==> src/rtl/cam_pkg.sv <==
// Shared types and elaboration helpers for the CAM match encoder slice.
// Consumers: cam_priority_pick and cam_match_encoder (CAM_MATCH_ENC_MSB_FIRST_EN selects pick order).
package cam_pkg;

  localparam int CAM_DEPTH_DEF = 8;
  localparam int CAM_WIDTH_DEF = 8;
  localparam int CAM_MAX_DEPTH = 64;

  typedef enum logic [0:0] {
    IDLE = 1'b0,
    SCAN = 1'b1
  } cam_state_e;

  // Ceiling log2, never below 1 so a single-row CAM still has a 1-bit address.
  function automatic int clog2(input int value);
    int r;
    r = 1;
    for (int i = 1; i < 32; i++) begin
      if ((1 << i) < value) begin
        r = i + 1;
      end else begin
        r = r;
      end
    end
    return r;
  endfunction

  function automatic int popcount(input logic [CAM_MAX_DEPTH-1:0] v);
    int c;
    c = 0;
    for (int i = 0; i < CAM_MAX_DEPTH; i++) begin
      c = c + int'(v[i]);
    end
    return c;
  endfunction

endpackage

==> src/rtl/cam_priority_pick.sv <==
// Combinational find-first-set over the pending hit vector.
// LSB-first by default; CAM_MATCH_ENC_MSB_FIRST_EN picks the highest set bit instead.
module cam_priority_pick #(
  parameter int DEPTH = 8,
  parameter int AW    = 3
) (
  input  logic [DEPTH-1:0] pending_i,
  output logic [AW-1:0]    idx_o,
  output logic [DEPTH-1:0] clr_mask_o,
  output logic             single_o
);

  logic found_s;

  // Select the highest-priority pending row and flag whether it is the only one.
  always_comb begin
    idx_o      = '0;
    clr_mask_o = '0;
    found_s    = 1'b0;
`ifdef CAM_MATCH_ENC_MSB_FIRST_EN
    for (int i = DEPTH - 1; i >= 0; i--) begin
`else
    for (int i = 0; i < DEPTH; i++) begin
`endif
      if (!found_s && pending_i[i]) begin
        idx_o         = AW'(i);
        clr_mask_o[i] = 1'b1;
        found_s       = 1'b1;
      end else begin
        found_s = found_s;
      end
    end
    single_o = (pending_i != '0) && ((pending_i & ~clr_mask_o) == '0);
  end

endmodule

==> src/rtl/cam_match_encoder.sv <==
// Captures one CAM match vector and streams each hit as an encoded address, one per handshake.
// Build option: CAM_MATCH_ENC_MSB_FIRST_EN reverses priority (highest row first).
module cam_match_encoder
  import cam_pkg::*;
#(
  parameter  int CAM_DEPTH  = CAM_DEPTH_DEF,
  localparam int ADDR_WIDTH = clog2(CAM_DEPTH),
  localparam int CNT_WIDTH  = clog2(CAM_DEPTH + 1)
) (
  input  logic                  clk,
  input  logic                  rst,
  input  logic                  match_valid,
  input  logic [CAM_DEPTH-1:0]  match_vector,
  output logic                  match_ready,
  output logic                  addr_valid,
  input  logic                  addr_ready,
  output logic [ADDR_WIDTH-1:0] match_addr,
  output logic                  addr_last,
  output logic [CNT_WIDTH-1:0]  match_count,
  output logic                  no_match
);

  cam_state_e            state_q, state_d;
  logic [CAM_DEPTH-1:0]  pending_q, pending_d;
  logic [CAM_DEPTH-1:0]  clr_mask_q;
  logic [CNT_WIDTH-1:0]  match_count_q, match_count_d;
  logic                  no_match_q, no_match_d;
  logic                  match_ready_q, addr_valid_q, addr_last_q;
  logic [ADDR_WIDTH-1:0] match_addr_q;
  logic [CAM_MAX_DEPTH-1:0] vec_ext_s;
  logic [ADDR_WIDTH-1:0] pick_idx_s;
  logic [CAM_DEPTH-1:0]  pick_clr_s;
  logic                  pick_single_s;

  // The pick looks at next-state pending so address outputs can be registered.
  cam_priority_pick #(
    .DEPTH (CAM_DEPTH),
    .AW    (ADDR_WIDTH)
  ) u_pick (
    .pending_i  (pending_d),
    .idx_o      (pick_idx_s),
    .clr_mask_o (pick_clr_s),
    .single_o   (pick_single_s)
  );

  // Zero-extend the incoming vector for the package popcount helper.
  always_comb begin
    vec_ext_s                = '0;
    vec_ext_s[CAM_DEPTH-1:0] = match_vector;
  end

  // Next-state: capture in IDLE, retire one hit per transfer in SCAN.
  always_comb begin
    state_d       = state_q;
    pending_d     = pending_q;
    match_count_d = match_count_q;
    no_match_d    = 1'b0;
    case (state_q)
      IDLE: begin
        if (match_valid) begin
          pending_d     = match_vector;
          match_count_d = CNT_WIDTH'(popcount(vec_ext_s));
          if (match_vector == '0) begin
            no_match_d = 1'b1;
            state_d    = IDLE;
          end else begin
            state_d = SCAN;
          end
        end else begin
          state_d = IDLE;
        end
      end
      SCAN: begin
        if (addr_valid_q && addr_ready) begin
          pending_d = pending_q & ~clr_mask_q;
          if (addr_last_q) begin
            state_d = IDLE;
          end else begin
            state_d = SCAN;
          end
        end else begin
          state_d = SCAN;
        end
      end
      default: begin
        state_d   = IDLE;
        pending_d = '0;
      end
    endcase
  end

  // State and registered outputs; reset discards any scan in progress.
  always_ff @(posedge clk or negedge rst) begin
    if (!rst) begin
      state_q       <= IDLE;
      pending_q     <= '0;
      clr_mask_q    <= '0;
      match_count_q <= '0;
      no_match_q    <= 1'b0;
      match_ready_q <= 1'b1;
      addr_valid_q  <= 1'b0;
      match_addr_q  <= '0;
      addr_last_q   <= 1'b0;
    end else begin
      state_q       <= state_d;
      pending_q     <= pending_d;
      clr_mask_q    <= pick_clr_s;
      match_count_q <= match_count_d;
      no_match_q    <= no_match_d;
      match_ready_q <= (state_d == IDLE);
      addr_valid_q  <= (state_d == SCAN);
      match_addr_q  <= (state_d == SCAN) ? pick_idx_s : '0;
      addr_last_q   <= (state_d == SCAN) && pick_single_s;
    end
  end

  assign match_ready = match_ready_q;
  assign addr_valid  = addr_valid_q;
  assign match_addr  = match_addr_q;
  assign addr_last   = addr_last_q;
  assign match_count = match_count_q;
  assign no_match    = no_match_q;

endmodule

==> config.mk <==
export PLATFORM = sky130hd
export DESIGN_NAME = cam_match_encoder
export DESIGN_NICKNAME = d
export VERILOG_FILES = /design/src/rtl/cam_pkg.sv /design/src/rtl/cam_priority_pick.sv /design/src/rtl/cam_match_encoder.sv
export SDC_FILE = /design/constraint.sdc
export NUM_CORES = 1
export LEC_CHECK = 0
export BUFFER_PORTS_ARGS = -buffer_cell sky130_fd_sc_hd__clkbuf_2
export CORE_ASPECT_RATIO = 0.9
export CORE_MARGIN = 4
export CORE_UTILIZATION = 30
export CTS_BUF_LIST = sky130_fd_sc_hd__clkbuf_2 sky130_fd_sc_hd__clkbuf_4 sky130_fd_sc_hd__clkbuf_8
export CTS_CLUSTER_SIZE = 40
export DETAILED_ROUTE_END_ITERATION = 7
export PLACE_DENSITY = 0.58
export SLEW_MARGIN = 0
export SYNTH_ARGS = -nofsm -noshare
export SYNTH_HDL_FRONTEND = slang
export SYNTH_SLANG_ARGS = --single-unit
==> constraint.sdc <==
create_clock -name clk -period 2.5 [get_ports clk]
set_clock_uncertainty 0.15 [all_clocks]
set_input_delay 0.5 -clock clk [delete_from_list [all_inputs] [get_ports clk]]
set_output_delay 0.5 -clock clk [all_outputs]
set_load 0.01 [all_outputs]
==> impl_metrics.toml <==
[layout]
diodes = 0
finalNonFillerCells = 302
drive_gt1_share_pct = 28.0
fillers = 595
seqCellArea_um2 = 652
multi_input_area_um2 = 878
layout.nets = 253
area_growth_pct = 9.45
design_area_um2 = 2000

[critical_path]
r2r_end = "addr_last$_DFF_PN0_"
r2r-start = "addr_valid$_DFF_PN0_"
cp_max_fo = 2
cp.arrival_ns = 2.91
crit_type = "in -> reg"
worstSetupEndpointType = "register"
worstPathRequired_ns = 2.51
r2r_setup_slack_ns = 0.30
critPathLaunchType = "input pin"
reg2regPathDepth = 6

[yosys]
synthTopCellsByArea = "dfrtp_1 (34%), buf_4 (23%), fa_1 (4.4%), inv_1 (4.3%), mux2i_1 (3.8%)"
synthDistinctLibCells = 34
syn_area_um2 = 1830
synth_top_area_share_pct = 34.2
ys_ff_latch = 26
syn_inst = 192
avgSynthCellArea_um2 = 9.52
yosysTopAreaCell = "dfrtp_1"
seq_area_frac_synth_pct = 35.7
yosysWarningCount = 0

[clock_network]
cts_buffers = 3
cts_tree = "done"
insertion_delay_ns = 0.27
cts_root_buf = "clkbuf_8"
clock_path_buffers = 2
cts_sinks = 26
cts_hold_buf = 0
path_clk_slew_ns = 0.09
htree_levels = 1

[pwr]
leakage_nw = 1.11
finalPower_mw = 2.03
ir_drop_mv = 0.255
power_density_nw_per_um2 = 1010

[sta]
finalMaxSlewViolations = 0
rsz0062_at_grt = "true"
hold_viol_final = 0
final-setup-viol-count = 3
min_period_ns = 2.89
fin_ws_ns = -0.391
maxSlewHeadroom_pct = 57.0
period_share_pct = 116
max_slew.worst_pin.slew_ns = 0.646
tns_ns = -0.956
fmax_ghz = 0.346

[detailed_routing]
detail-route-antenna-nets = 0
drt-pass1-iter-count = 4
wire_per_inst_um = 11.5
routed_wirelength_um = 3480
drt_iter0_markers = 58
num_vias = 1200
remaining_drc_errors = 0
via_per_inst = 3.97

[floorplan]
initial_core_util_pct = 31.6
die_x_um = 90.3
core.rowCount = 26
core_um2 = 5790
dieArea_um2 = 7410
die_height_um = 82.1
io_pins = 80

[global_routing]
grt_max_degree = 27
grt_pass1_vias = 1120
grtUsageTotal_pct = 9.02
antenna_found_initial = 0
grt-ovfl-total = 0
grt_pass1_wl_um = 5250

[place]
dp_hpwl_um = 2880
place.gp.congestion = 0.778
place_area_um2 = 1920
dp_cells = 297
port-buffer-count = 22

[worst_hold_path]
hold_path_class = "in -> async"

[outcome]
status = "finished with violations"
violations = "negative setup slack"

[job]
maxCapViolations = 0
## metrics by stage
step | worst slack (ns) | hold WS [ns] | utilization (%)
after floorplan | -0.527 | 0.0544 | -
after global placement | -0.668 | 0.313 | 33.1
after detailed placement | -0.711 | 0.319 | 33.1
after CTS | -0.402 | 0.115 | 33.9
after global routing | -0.460 | 0.135 | 34.6
final | -0.391 | 0.0845 | 34.6
## placed cells by master, fill, tap and decap left out, types with 2 or more instances in the layout
cell type and count:
conb_1 57, dfrtp_1 25, clkbuf_2 21, inv_1 19, buf_4 18, nand2_1 15
mux2i_1 7, nor2_1 6, o21ai_1 5, nor3_1 5, a21oi_1 5, a21bo_2 4
mux2_2 4, o21ai_0 4, inv_2 3, nand3_1 3, ha_1 3, clkbuf_8 3
o21a_1 2, fa_1 2, fa_2 2
## per-layer routing
| layer | GRT usage (%) | vias to the layer above | routed length [um] |
|---|---|---|---|
| met5 | 0 | - | 0 |
| li1 | - | 581 | - |
| met4 | 2.75 | 0 | 19 |
| met1 | 10.9 | 571 | 1480 |
| met2 | 16.1 | 46 | 1740 |
| met3 | 2.20 | 2 | 238 |
## worst max path at each step
stage | start | endpoint | slack [ns] | depth (start not counted)
finish | match_vector[0] | match_count[1]$_DFFE_PN0P_ | -0.39 | 10
global placement | match_vector[0] | match_count[1]$_DFFE_PN0P_ | -0.67 | 10
CTS | match_vector[0] | match_count[1]$_DFFE_PN0P_ | -0.40 | 10
global route | match_vector[0] | match_count[1]$_DFFE_PN0P_ | -0.46 | 10
floorplan | match_vector[0] | match_count[1]$_DFFE_PN0P_ | -0.53 | 9
detailed placement | match_vector[0] | match_count[1]$_DFFE_PN0P_ | -0.71 | 10
## timing repair
action	CTS	global route
pin swaps	0	4
buffers inserted	0	1
resized for setup	1	10
setup endpoints to repair	4	4
## flip-flops by register name, indices dropped and copies added (netlist names)
register and cells:
pending_q 7, no_match 1, match_count 4, clr_mask_q 8
addr_valid 1, addr_last 1, match_addr 3, match_ready 1
## Yosys cell counts, drive strengths merged
cell type and n:
nor3 5, nand4 2, a21bo 4, a21boi 1, dfrtp 25, fa 4, mux2 5, nor2 6
o21a 2, dfstp 1, nand3b 1, mux2i 8, nand2 16, inv 22, ha 4, and2 1
o21ai 9, or4b 1, a21oi 6, nor4b 1, nor2b 1, buf 60, a22oi 1, a221oi 1
conb 1, xor2 1, nand3 3
## area by class of cell
cell class,count,area share [%]
multi-input cells,140,43.9
flip-flops and latches,26,32.6
repair buffers,40,12.6
well taps,70,4.38
inverters,22,4.13
clock buffers,4,2.44
## where the power goes
group,switching [mW],leakage (nW),internal (mW)
Combinational,0.611,0.746,0.503
Sequential,0.0678,0.333,0.589
Clock,0.129,0.0262,0.125
Total,0.808,1.11,1.22
## worst max-delay path, cell delays in order
cell and delay [ns]:
buf_6 0.10, fa_1 0.52, inv_1 0.05, fa_1 0.50
fa_2 0.44, inv_2 0.08, ha_4 0.13, inv_2 0.03
fa_2 0.50, o21ai_1 0.06
## kinds of logic after synthesis
group | synth area share (%)
compound gates | 8.76
xor+xnor | 0.479
fa+ha+maj | 7.12
buf+inv | 29.1
flops | 35.7
mux | 8.35
other cells | 0.205
simple gates | 10.3
(Power assumes the default switching activity.)
